<file path="config.mk">
export PLATFORM = sky130hd
export DESIGN_NAME = mpu_counter
export DESIGN_NICKNAME = d
export VERILOG_FILES = /design/src/rtl/mpu_counter.sv
export SDC_FILE = /design/constraint.sdc
export NUM_CORES = 1
export LEC_CHECK = 0
export CAP_MARGIN = 20
export CORE_MARGIN = 1
export CORE_UTILIZATION = 30
export CTS_CLUSTER_SIZE = 8
export DETAILED_ROUTE_END_ITERATION = 8
export MAX_ROUTING_LAYER = met4
export PLACE_DENSITY_LB_ADDON = 0.05
export SLEW_MARGIN = 30
export SYNTH_ARGS = -nofsm -noshare
export SYNTH_HDL_FRONTEND = slang
export SYNTH_SLANG_ARGS = --single-unit
</file>
<file path="constraint.sdc">
create_clock -name sys_clk -period 6.2 [get_ports sys_clk]
set_clock_uncertainty 0.05 [all_clocks]
set_input_delay 1.24 -clock sys_clk [delete_from_list [all_inputs] [get_ports sys_clk]]
set_output_delay 1.24 -clock sys_clk [all_outputs]
set_load 0.05 [all_outputs]
</file>
<file path="src/rtl/mpu_counter.sv">
// Instruction pointer for the MPU core: load, advance by a variable increment, or hold.
// Optional registered wrap flag on port carry when MPU_COUNTER_CARRY_EN is defined.
module mpu_counter #(
    parameter int WIDTH = 16
) (
    input  logic             sys_clk,
    input  logic             sys_rst,
    input  logic             en,
    input  logic [WIDTH-1:0] incr,
    input  logic             load,
    input  logic [WIDTH-1:0] data,
`ifdef MPU_COUNTER_CARRY_EN
    output logic             carry,
`endif
    output logic [WIDTH-1:0] out
);

    // One extra bit so the wrap out of the MSB is visible to the carry flag.
    logic [WIDTH:0] sum;

    assign sum = {1'b0, out} + {1'b0, incr};

    // Load takes priority over advance; anything else holds.
    always_ff @(posedge sys_clk or negedge sys_rst) begin
        if (!sys_rst) begin
            out <= '0;
        end else if (load) begin
            out <= data;
        end else if (en) begin
            out <= sum[WIDTH-1:0];
        end
    end

`ifdef MPU_COUNTER_CARRY_EN
    // Flag only the edge that actually wrapped; load and hold edges clear it.
    always_ff @(posedge sys_clk or negedge sys_rst) begin
        if (!sys_rst) begin
            carry <= 1'b0;
        end else begin
            carry <= !load && en && sum[WIDTH];
        end
    end
`endif

endmodule

</file>
==> impl_results.html, run 1 <==
<table>
<tr><th>Metric</th><th>Value</th></tr>
<tr><th colspan="2">Outcome</th></tr>
<tr><td>Run status</td><td>finished, violations left</td></tr>
<tr><td>Violations in the final reports</td><td>design-rule violations</td></tr>
<tr><th colspan="2">Placed design</th></tr>
<tr><td>Buffers added on ports</td><td>51</td></tr>
<tr><td>Routability-driven placement congestion ratio</td><td>0.836</td></tr>
<tr><td>Post-detailed-placement half-perimeter wirelength</td><td>3060 um</td></tr>
<tr><th colspan="2">Yosys</th></tr>
<tr><td>Post-synth cell types</td><td>45</td></tr>
<tr><td>Sequential-to-total area share from yosys stat</td><td>0.279</td></tr>
<tr><td>Number of register bits inferred by synthesis</td><td>16</td></tr>
<tr><td>Count of warnings emitted by yosys</td><td>0</td></tr>
<tr><td>Number of nets produced by synthesis</td><td>219</td></tr>
<tr><td>Cell type with the largest total area after synthesis</td><td>sky130_fd_sc_hd__dfrtp_1</td></tr>
<tr><td>Number of enable flip-flop cells after synthesis</td><td>0</td></tr>
<tr><td>Top post-synthesis cells by area</td><td>sky130_fd_sc_hd__dfrtp_1, sky130_fd_sc_hd__ha_1, sky130_fd_sc_hd__o21ai_0, sky130_fd_sc_hd__a21oi_1, sky130_fd_sc_hd__mux2i_1</td></tr>
<tr><td>Async SR Flop Fraction</td><td>1.00</td></tr>
<tr><td>Netlist area before placement</td><td>1440 um2</td></tr>
<tr><td>Mean instance size in the synthesized netlist</td><td>8.59 um2</td></tr>
<tr><td>Commonest register cell after synthesis</td><td>sky130_fd_sc_hd__dfrtp_1</td></tr>
<tr><td>Most instantiated library cell after synthesis</td><td>sky130_fd_sc_hd__o21ai_0</td></tr>
<tr><td>Post-synth top cells</td><td>sky130_fd_sc_hd__o21ai_0, sky130_fd_sc_hd__dfrtp_1, sky130_fd_sc_hd__a21oi_1, sky130_fd_sc_hd__ha_1, sky130_fd_sc_hd__nand2_1</td></tr>
<tr><td>Post-synthesis instance total</td><td>167</td></tr>
<tr><td>Fraction of synthesized cell area taken by the top area cell type</td><td>0.279</td></tr>
<tr><th colspan="2">STA</th></tr>
<tr><td>Ratio of final minimum period to clock period</td><td>0.550</td></tr>
<tr><td>Fmax</td><td>0.293 GHz</td></tr>
<tr><td>Number of failing setup endpoints in the final timing report</td><td>0</td></tr>
<tr><td>Final slew viol count</td><td>0</td></tr>
<tr><td>Slew at the pin with the worst max-slew slack</td><td>0.867 ns</td></tr>
<tr><td>Final worst path period need</td><td>3.41 ns</td></tr>
<tr><td>Final hold slack</td><td>0.492 ns</td></tr>
<tr><td>Setup TNS</td><td>0 ns</td></tr>
<tr><td>Rel. slew slack</td><td>0.420</td></tr>
<tr><td>Total count of hold-check failures in the final report</td><td>0</td></tr>
<tr><td>Setup repair after global routing missed its margin</td><td>no</td></tr>
<tr><th colspan="2">Route</th></tr>
<tr><td>Sum of routed wire length over all layers</td><td>3970 um</td></tr>
<tr><td>Count of TritonRoute iterations in the first routing pass</td><td>8</td></tr>
<tr><td>Number of remaining DRC errors</td><td>4</td></tr>
<tr><td>Per-cell via count in the routed design</td><td>5.26</td></tr>
<tr><td>Routed Antenna Nets</td><td>0</td></tr>
<tr><td>DR WL/cell</td><td>14.8 um</td></tr>
<tr><td>Drt initial violations</td><td>101</td></tr>
<tr><td>Vias</td><td>1409</td></tr>
<tr><th colspan="2">Clock network</th></tr>
<tr><td>Count of buffers added by post-CTS timing repair for setup</td><td>0</td></tr>
<tr><td>CTS tree</td><td>done</td></tr>
<tr><td>Clock-pin slew of the registers on the worst-case setup and hold paths</td><td>0.07 ns</td></tr>
<tr><td>Max Buffers Root-to-Sink</td><td>2</td></tr>
<tr><td>Number of buffers created by CTS</td><td>3</td></tr>
<tr><td>Post-cts gate resize count</td><td>0</td></tr>
<tr><td>Hold buffers post-CTS</td><td>0</td></tr>
<tr><td>Clk Latency, worst-skew pair</td><td>0.25 ns</td></tr>
<tr><td>Clock Tree Root</td><td>sky130_fd_sc_hd__clkbuf_8</td></tr>
<tr><td>H-Tree Depth</td><td>1</td></tr>
<tr><td>Sinks on Clock Net</td><td>16</td></tr>
<tr><th colspan="2">Worst setup path</th></tr>
<tr><td>Total stage count of the critical path</td><td>8</td></tr>
<tr><td>Kind of start point of the critical path</td><td>input pin</td></tr>
<tr><td>Register-to-Register Path Depth</td><td>7</td></tr>
<tr><td>Largest fanout of any net on the critical path</td><td>5</td></tr>
<tr><td>Start point of the critical path</td><td>incr[5]</td></tr>
<tr><td>Top cell by count, worst path</td><td>sky130_fd_sc_hd__o31a_1</td></tr>
<tr><td>Kind of critical path</td><td>input pin to flop</td></tr>
<tr><td>Critical R2R Capture</td><td>out[13]</td></tr>
<tr><td>Critical path required time</td><td>6.29 ns</td></tr>
<tr><td>Cells along the critical path</td><td>clkdlybuf4s50_1 -&gt; ha_1 -&gt; o21ai_0 -&gt; nor2_1 -&gt; o31a_1 -&gt; o31a_1 -&gt; o21ai_1 -&gt; or3b_1</td></tr>
<tr><td>Setup slack of the most critical reg-to-reg path</td><td>3.80 ns</td></tr>
<tr><td>Slowest cell on crit path</td><td>sky130_fd_sc_hd__clkdlybuf4s50_1</td></tr>
<tr><td>Startpoint of the most critical register-to-register path</td><td>out[4]</td></tr>
<tr><td>End of the critical path</td><td>out[13]</td></tr>
<tr><td>Critical Path Max Stage Delay</td><td>0.42 ns</td></tr>
<tr><td>Largest delay contributor family on the critical path</td><td>compound AO/OA/AOI/OAI gates</td></tr>
<tr><td>Data arrival at the endpoint of the critical path</td><td>3.49 ns</td></tr>
<tr><td>Worst path bufs/invs</td><td>1</td></tr>
<tr><td>Critical path endpoint category</td><td>flop</td></tr>
<tr><th colspan="2">Pwr</th></tr>
<tr><td>Leakage dissipation</td><td>0.864 nW</td></tr>
<tr><td>Power share of the sequential group</td><td>0.266</td></tr>
<tr><td>Peak VDD IR</td><td>86.0 uV</td></tr>
<tr><td>Share of total power in combinational logic</td><td>0.578</td></tr>
<tr><td>Proportion of total power due to net switching</td><td>0.437</td></tr>
<tr><td>Pwr per Cell Area</td><td>258 nW/um2</td></tr>
<tr><td>Proportion of power drawn by the clock network</td><td>0.157</td></tr>
<tr><td>Net switching power of the design</td><td>0.000229 W</td></tr>
<tr><td>Total design power</td><td>0.000523 W</td></tr>
<tr><td>Internal power consumption</td><td>0.000294 W</td></tr>
<tr><th colspan="2">GRT</th></tr>
<tr><td>Vias in the first global route</td><td>1463</td></tr>
<tr><td>Antenna violations before repair</td><td>0</td></tr>
<tr><td>Overall global routing resource usage</td><td>0.172</td></tr>
<tr><td>Total global routing overflow</td><td>0</td></tr>
<tr><td>Pin count of the biggest net entering global routing</td><td>32</td></tr>
<tr><td>First-pass GRT wire length</td><td>6650 um</td></tr>
<tr><th colspan="2">Job</th></tr>
<tr><td>Maxcap violations</td><td>0</td></tr>
<tr><th colspan="2">Hold path</th></tr>
<tr><td>Type of the worst min-delay path</td><td>flop to flop</td></tr>
<tr><td>Worst hold path cell count</td><td>2</td></tr>
<tr><th colspan="2">Floorplanning</th></tr>
<tr><td>Floorplan die area</td><td>5060 um2</td></tr>
<tr><td>Starting density of the core</td><td>0.321</td></tr>
<tr><td>Num rows</td><td>24</td></tr>
<tr><td>Area inside the core boundary</td><td>4470 um2</td></tr>
<tr><td>Number of top-level design ports</td><td>52</td></tr>
<tr><td>DIE HEIGHT</td><td>71.2 um</td></tr>
<tr><td>Horizontal die dimension</td><td>71.2 um</td></tr>
<tr><th colspan="2">Layout</th></tr>
<tr><td>Number of diodes added for antenna fixing</td><td>0</td></tr>
<tr><td>Layout cell share with drive strength beyond 1</td><td>0.0463</td></tr>
<tr><td>Layout fillers</td><td>446</td></tr>
<tr><td>Largest registers</td><td>out (16)</td></tr>
<tr><td>Nets</td><td>270</td></tr>
<tr><td>Layout Area Growth over Synthesis</td><td>41.3%</td></tr>
<tr><td>Register with the most flip-flops</td><td>out</td></tr>
<tr><td>Number of flip-flops under the largest register name</td><td>16</td></tr>
</table>
worst reg2reg max path, delay by kind of cell (launching register included):
kind | cells | cell delay, ns
AOI/OAI and AO/OA | 4 | 1.03
adders and majority gates | 1 | 0.35
DFF | 1 | 0.41
and+or+nand+nor | 2 | 0.46
power groups by stage:
| stage | registers, W | logic, W | clock network, W |
|---|---|---|---|
| 2_1_floorplan | 0.000200 | 0.000146 | 0 |
| 3_3_place_gp | 0.000139 | 0.000302 | 0 |
| 3_5_place_dp | 0.000140 | 0.000303 | 0 |
| 4_1_cts | 0.000139 | 0.000305 | 0.0000866 |
| 5_1_grt | 0.000142 | 0.000330 | 0.0000910 |
| 6_report | 0.000139 | 0.000302 | 0.0000818 |
through the flow:
stage	setup WS [ns]	utilization	area [um2]	std cells
final	2.79	0.453	2030	268
after detailed placement	2.54	0.444	1990	265
after global placement	2.58	0.444	1990	265
after floorplan	3.09	-	1440	167
after global routing	2.66	0.453	2030	268
after CTS	2.79	0.453	2030	268
final cells by class:
cell class / count / area [um2] / area share
timing repair buffer: 52 / 518 / 0.255
clock buffer: 3 / 41.3 / 0.0204
tap: 52 / 65.1 / 0.0321
multi-input combinational: 141 / 988 / 0.487
inverter: 4 / 15.0 / 0.00740
sequential: 16 / 400 / 0.197
cells by family after synthesis:
kind of cell / share of synthesized area
adder cells (fa/ha/maj): 0.145
buffers and inverters: 0.0322
flip-flops: 0.279
multiplexers: 0.0418
AO/OA/AOI/OAI: 0.285
AND/OR/NAND/NOR: 0.162
XOR/XNOR: 0.0549
per-layer routing:
layer,GRT usage,up-vias,share of wire
li1,-,719,-
met1,0.228,643,0.52
met2,0.268,39,0.43
met3,0.0214,8,0.038
met4,0.0667,0,0.019
met5,-,-,0
how the worst min path moves through the flow:
stage                       start  slack (ns)       to
after detailed placement  out[11]        0.48  out[11]
after global placement    out[11]        0.48  out[11]
after global routing      out[11]        0.53  out[11]
final                     out[11]        0.49  out[11]
after floorplan           out[14]        0.78  out[14]
after CTS                 out[11]        0.50  out[11]
placed cells by master (no fill, tap or decap), types with 3 or more instances in the layout:
cell / n
sky130_fd_sc_hd__nand3_1: 4
sky130_fd_sc_hd__a21o_1: 4
sky130_fd_sc_hd__a22oi_1: 5
sky130_fd_sc_hd__inv_1: 4
sky130_fd_sc_hd__mux2i_1: 6
sky130_fd_sc_hd__a21oi_1: 15
sky130_fd_sc_hd__clkdlybuf4s50_1: 51
sky130_fd_sc_hd__nand2_1: 14
sky130_fd_sc_hd__xor2_1: 4
sky130_fd_sc_hd__nor2b_1: 3
sky130_fd_sc_hd__dfrtp_1: 16
sky130_fd_sc_hd__nand3b_1: 3
sky130_fd_sc_hd__clkbuf_8: 3
sky130_fd_sc_hd__ha_1: 15
sky130_fd_sc_hd__o21ai_0: 19
sky130_fd_sc_hd__a31oi_1: 3
sky130_fd_sc_hd__xnor2_1: 5
sky130_fd_sc_hd__nor2_1: 9
Note: power is estimated with default switching activity, not from simulation.
==> inputs of run 2 (changes only) <==
==> constraint.sdc (replaced) <==
create_clock -name sys_clk -period 2.8 [get_ports sys_clk]
set_clock_uncertainty 0.05 [all_clocks]
set_input_delay 0.56 -clock sys_clk [delete_from_list [all_inputs] [get_ports sys_clk]]
set_output_delay 0.56 -clock sys_clk [all_outputs]
set_load 0.05 [all_outputs]
==> run 2 against run 1 <==
  * The flow still finishes with violations (design-rule violations)
  * Cell area up 7.0%
  * Combinational power is 150% higher
  * Final cell count grew 6.7%
  * Non-clock buffer count up 18
  * Hold slack gained 0.018 ns
  * First-iteration DRC count decreased by 39%
  * Sequential power rose by 120%
  * Register-to-register slack got worse by 3.4 ns
  * Via count is 7.4% higher
  * Total power up 140%
  * Critical endpoint unchanged
  * Largest cell class unchanged
==> impl_results.html, run 2 (synthesis gave the netlist of run 1 again) <==
<table>
<tr><th>Metric</th><th>Value</th></tr>
<tr><th colspan="2">Worst setup path</th></tr>
<tr><td>Critical path required time</td><td>2.88 ns (-3.41 ns)</td></tr>
<tr><td>Critical path endpoint category</td><td>flop</td></tr>
<tr><td>Critical R2R Capture</td><td>out[13]</td></tr>
<tr><td>Critical Path Max Stage Delay</td><td>0.41 ns (about the same)</td></tr>
<tr><td>Cells along the critical path</td><td>clkdlybuf4s50_1 -&gt; ha_1 -&gt; a211oi_2 -&gt; nor2_1 -&gt; o31a_1 -&gt; o31a_1 -&gt; o21ai_1 -&gt; or3b_1</td></tr>
<tr><td>Kind of critical path</td><td>input pin to flop</td></tr>
<tr><td>Kind of start point of the critical path</td><td>input pin</td></tr>
<tr><td>Startpoint of the most critical register-to-register path</td><td>out[4]</td></tr>
<tr><td>Register-to-Register Path Depth</td><td>7 (unchanged)</td></tr>
<tr><td>Data arrival at the endpoint of the critical path</td><td>2.79 ns (-0.70 ns)</td></tr>
<tr><td>Slowest cell on crit path</td><td>sky130_fd_sc_hd__clkdlybuf4s50_1</td></tr>
<tr><td>Top cell by count, worst path</td><td>sky130_fd_sc_hd__o31a_1</td></tr>
<tr><td>Setup slack of the most critical reg-to-reg path</td><td>0.43 ns (-3.37 ns)</td></tr>
<tr><td>Largest fanout of any net on the critical path</td><td>3 (-2)</td></tr>
<tr><td>Start point of the critical path</td><td>incr[4]</td></tr>
<tr><th colspan="2">Pwr</th></tr>
<tr><td>Proportion of total power due to net switching</td><td>0.433 (-0.00497)</td></tr>
<tr><td>Leakage dissipation</td><td>0.952 nW (+10%)</td></tr>
<tr><td>Proportion of power drawn by the clock network</td><td>0.151 (-0.006)</td></tr>
<tr><td>Pwr per Cell Area</td><td>568 nW/um2 (+120%)</td></tr>
<tr><td>Share of total power in combinational logic</td><td>0.600 (+0.022)</td></tr>
<tr><td>Net switching power of the design</td><td>0.000533 W (+130%)</td></tr>
<tr><td>Power share of the sequential group</td><td>0.248 (-0.018)</td></tr>
<tr><td>Total design power</td><td>0.00123 W (+140%)</td></tr>
<tr><td>Peak VDD IR</td><td>221 uV (+160%)</td></tr>
<tr><td>Internal power consumption</td><td>0.000700 W (+140%)</td></tr>
<tr><th colspan="2">Hold path</th></tr>
<tr><td>Terminating pin of the worst hold path</td><td>out[6]</td></tr>
<tr><td>Hold path startpoint</td><td>out[6]</td></tr>
<tr><td>Type of the worst min-delay path</td><td>flop to flop</td></tr>
<tr><td>Worst hold path cell count</td><td>2 (unchanged)</td></tr>
<tr><th colspan="2">GRT</th></tr>
<tr><td>Pin count of the biggest net entering global routing</td><td>17 (-47%)</td></tr>
<tr><td>Most used routing layer</td><td>met2</td></tr>
<tr><td>Total global routing overflow</td><td>0 (unchanged)</td></tr>
<tr><td>Vias in the first global route</td><td>1510 (+3.2%)</td></tr>
<tr><td>M1 GR Usage</td><td>0.235 (+0.00738)</td></tr>
<tr><td>Antenna violations before repair</td><td>0 (unchanged)</td></tr>
<tr><td>Overall global routing resource usage</td><td>0.184 (+0.0115)</td></tr>
<tr><td>First-pass GRT wire length</td><td>7040 um (+5.8%)</td></tr>
<tr><td>Global-route met2 utilization</td><td>0.296 (+0.0286)</td></tr>
<tr><td>Global routing usage on met3</td><td>0.0442 (+0.0228)</td></tr>
<tr><th colspan="2">Route</th></tr>
<tr><td>Per-cell via count in the routed design</td><td>5.29 (+0.62%)</td></tr>
<tr><td>Number of remaining DRC errors</td><td>8 (+4)</td></tr>
<tr><td>Vias</td><td>1513 (+7.4%)</td></tr>
<tr><td>DR WL/cell</td><td>14.8 um (-0.38%)</td></tr>
<tr><td>Count of TritonRoute iterations in the first routing pass</td><td>6 (-2)</td></tr>
<tr><td>Drt initial violations</td><td>62 (-39%)</td></tr>
<tr><td>Sum of routed wire length over all layers</td><td>4230 um (+6.3%)</td></tr>
<tr><td>Routed Antenna Nets</td><td>0 (unchanged)</td></tr>
<tr><th colspan="2">Outcome</th></tr>
<tr><td>Violations in the final reports</td><td>design-rule violations</td></tr>
<tr><td>Run status</td><td>finished, violations left</td></tr>
<tr><th colspan="2">Clock network</th></tr>
<tr><td>H-Tree Depth</td><td>1 (unchanged)</td></tr>
<tr><td>Clock Tree Root</td><td>sky130_fd_sc_hd__clkbuf_8</td></tr>
<tr><td>Clk Latency, worst-skew pair</td><td>0.25 ns (about the same)</td></tr>
<tr><td>CTS tree</td><td>done</td></tr>
<tr><td>Number of buffers created by CTS</td><td>3 (unchanged)</td></tr>
<tr><td>Clock-pin slew of the registers on the worst-case setup and hold paths</td><td>0.07 ns (about the same)</td></tr>
<tr><td>Max Buffers Root-to-Sink</td><td>2 (unchanged)</td></tr>
<tr><td>Count of buffers added by post-CTS timing repair for setup</td><td>0 (unchanged)</td></tr>
<tr><td>Hold buffers post-CTS</td><td>0 (unchanged)</td></tr>
<tr><td>Sinks on Clock Net</td><td>16 (unchanged)</td></tr>
<tr><th colspan="2">STA</th></tr>
<tr><td>Setup repair after global routing missed its margin</td><td>no</td></tr>
<tr><td>Slew at the pin with the worst max-slew slack</td><td>0.847 ns (-0.0204 ns)</td></tr>
<tr><td>Worst path setup slack after routing</td><td>0.0989 ns (-2.69 ns)</td></tr>
<tr><td>Total count of hold-check failures in the final report</td><td>0 (unchanged)</td></tr>
<tr><td>Final worst path period need</td><td>2.70 ns</td></tr>
<tr><td>Ratio of final minimum period to clock period</td><td>0.965</td></tr>
<tr><td>Final slew viol count</td><td>0 (unchanged)</td></tr>
<tr><td>Rel. slew slack</td><td>0.434 (+0.0137)</td></tr>
<tr><td>Fmax</td><td>0.370 GHz</td></tr>
<tr><td>Number of failing setup endpoints in the final timing report</td><td>0 (unchanged)</td></tr>
<tr><th colspan="2">Placed design</th></tr>
<tr><td>Buffers added on ports</td><td>51 (unchanged)</td></tr>
<tr><td>Routability-driven placement congestion ratio</td><td>0.930 (+11%)</td></tr>
<tr><td>Post-detailed-placement half-perimeter wirelength</td><td>3340 um (+9.4%)</td></tr>
<tr><td>Cell Area, Placed</td><td>2120 um2 (+6.8%)</td></tr>
<tr><td>Worst slack after detailed placement</td><td>-0.133 ns (-2.67 ns)</td></tr>
<tr><th colspan="2">Floorplanning</th></tr>
<tr><td>Number of top-level design ports</td><td>52 (unchanged)</td></tr>
<tr><td>DIE HEIGHT</td><td>71.2 um (unchanged)</td></tr>
<tr><td>Starting density of the core</td><td>0.321 (unchanged)</td></tr>
<tr><td>Floorplan die area</td><td>5060 um2 (unchanged)</td></tr>
<tr><td>Num rows</td><td>24 (unchanged)</td></tr>
<tr><td>Area inside the core boundary</td><td>4470 um2 (unchanged)</td></tr>
<tr><td>Horizontal die dimension</td><td>71.2 um (unchanged)</td></tr>
<tr><th colspan="2">Layout</th></tr>
<tr><td>Post-route cell area</td><td>2170 um2 (+7.0%)</td></tr>
<tr><td>Register with the most flip-flops</td><td>out</td></tr>
<tr><td>Nets</td><td>288 (+6.7%)</td></tr>
<tr><td>Leading cell types in the layout, fill and taps excluded</td><td>sky130_fd_sc_hd__clkdlybuf4s50_1, sky130_fd_sc_hd__o21ai_0, sky130_fd_sc_hd__buf_4, sky130_fd_sc_hd__dfrtp_1</td></tr>
<tr><td>Largest registers</td><td>out (16)</td></tr>
<tr><td>Layout Area Growth over Synthesis</td><td>51.2%</td></tr>
<tr><td>Number of diodes added for antenna fixing</td><td>0 (unchanged)</td></tr>
<tr><td>Commonest non-fill, non-tap cell in the layout</td><td>sky130_fd_sc_hd__clkdlybuf4s50_1</td></tr>
<tr><td>Layout cell share with drive strength beyond 1</td><td>0.124 (+0.0776)</td></tr>
<tr><td>Number of flip-flops under the largest register name</td><td>16 (unchanged)</td></tr>
<tr><th colspan="2">Job</th></tr>
<tr><td>Maxcap violations</td><td>0 (unchanged)</td></tr>
</table>
## run 2: power by group through the flow
stage               Combinational [W]  Clock, W  Sequential, W
CTS                          0.000740  0.000196       0.000307
floorplan                    0.000324         0       0.000443
global placement             0.000728         0       0.000310
finish                       0.000740  0.000187       0.000306
detailed placement           0.000734         0       0.000311
global route                 0.000804  0.000204       0.000314
## run 2: what timing repair did
action,in CTS,in global routing
endpoints found under the hold margin,0,0
resized for setup,0,1
setup endpoints to repair,0,1
## run 2: area by class of cell
type | count | area (um2)
clock buffers | 3 | 41.3
fillers | 450 | 2300
repair buffers | 70 | 653
well taps | 52 | 65.1
inverters | 4 | 15.0
multi-input cells | 141 | 995
flip-flops and latches | 16 | 400
## run 2: worst max-delay path by stage
stage,endpoint,cells past startpoint
floorplan,out[13],7
global placement,out[13],8
detailed placement,out[13],8
CTS,out[13],8
global route,out[13],8
finish,out[13],8
## run 2: per-stage QoR
step | hold slack (ns) | instances | setup TNS [ns] | utilization
2_1_floorplan | 0.214 | 167 | 0 | -
3_3_place_gp | 0.478 | 283 | -0.248 | 0.474
3_5_place_dp | 0.489 | 283 | -0.329 | 0.474
4_1_cts | 0.509 | 286 | 0 | 0.484
5_1_grt | 0.530 | 286 | 0 | 0.485
6_report | 0.510 | 286 | 0 | 0.485
## run 2: per-layer routing
metal | up-vias | wire, um
li1 | 760 | -
met5 | - | 0
met4 | 0 | 36
met1 | 707 | 2060
met3 | 4 | 212
met2 | 42 | 1920
## run 2: worst max-delay path: cells and delay by family
family	cells	cell delay (ns)
adder cells (fa/ha/maj)	1	0.33
AO/OA/AOI/OAI	4	1.01
buffers and inverters	1	0.41
AND/OR/NAND/NOR	2	0.47
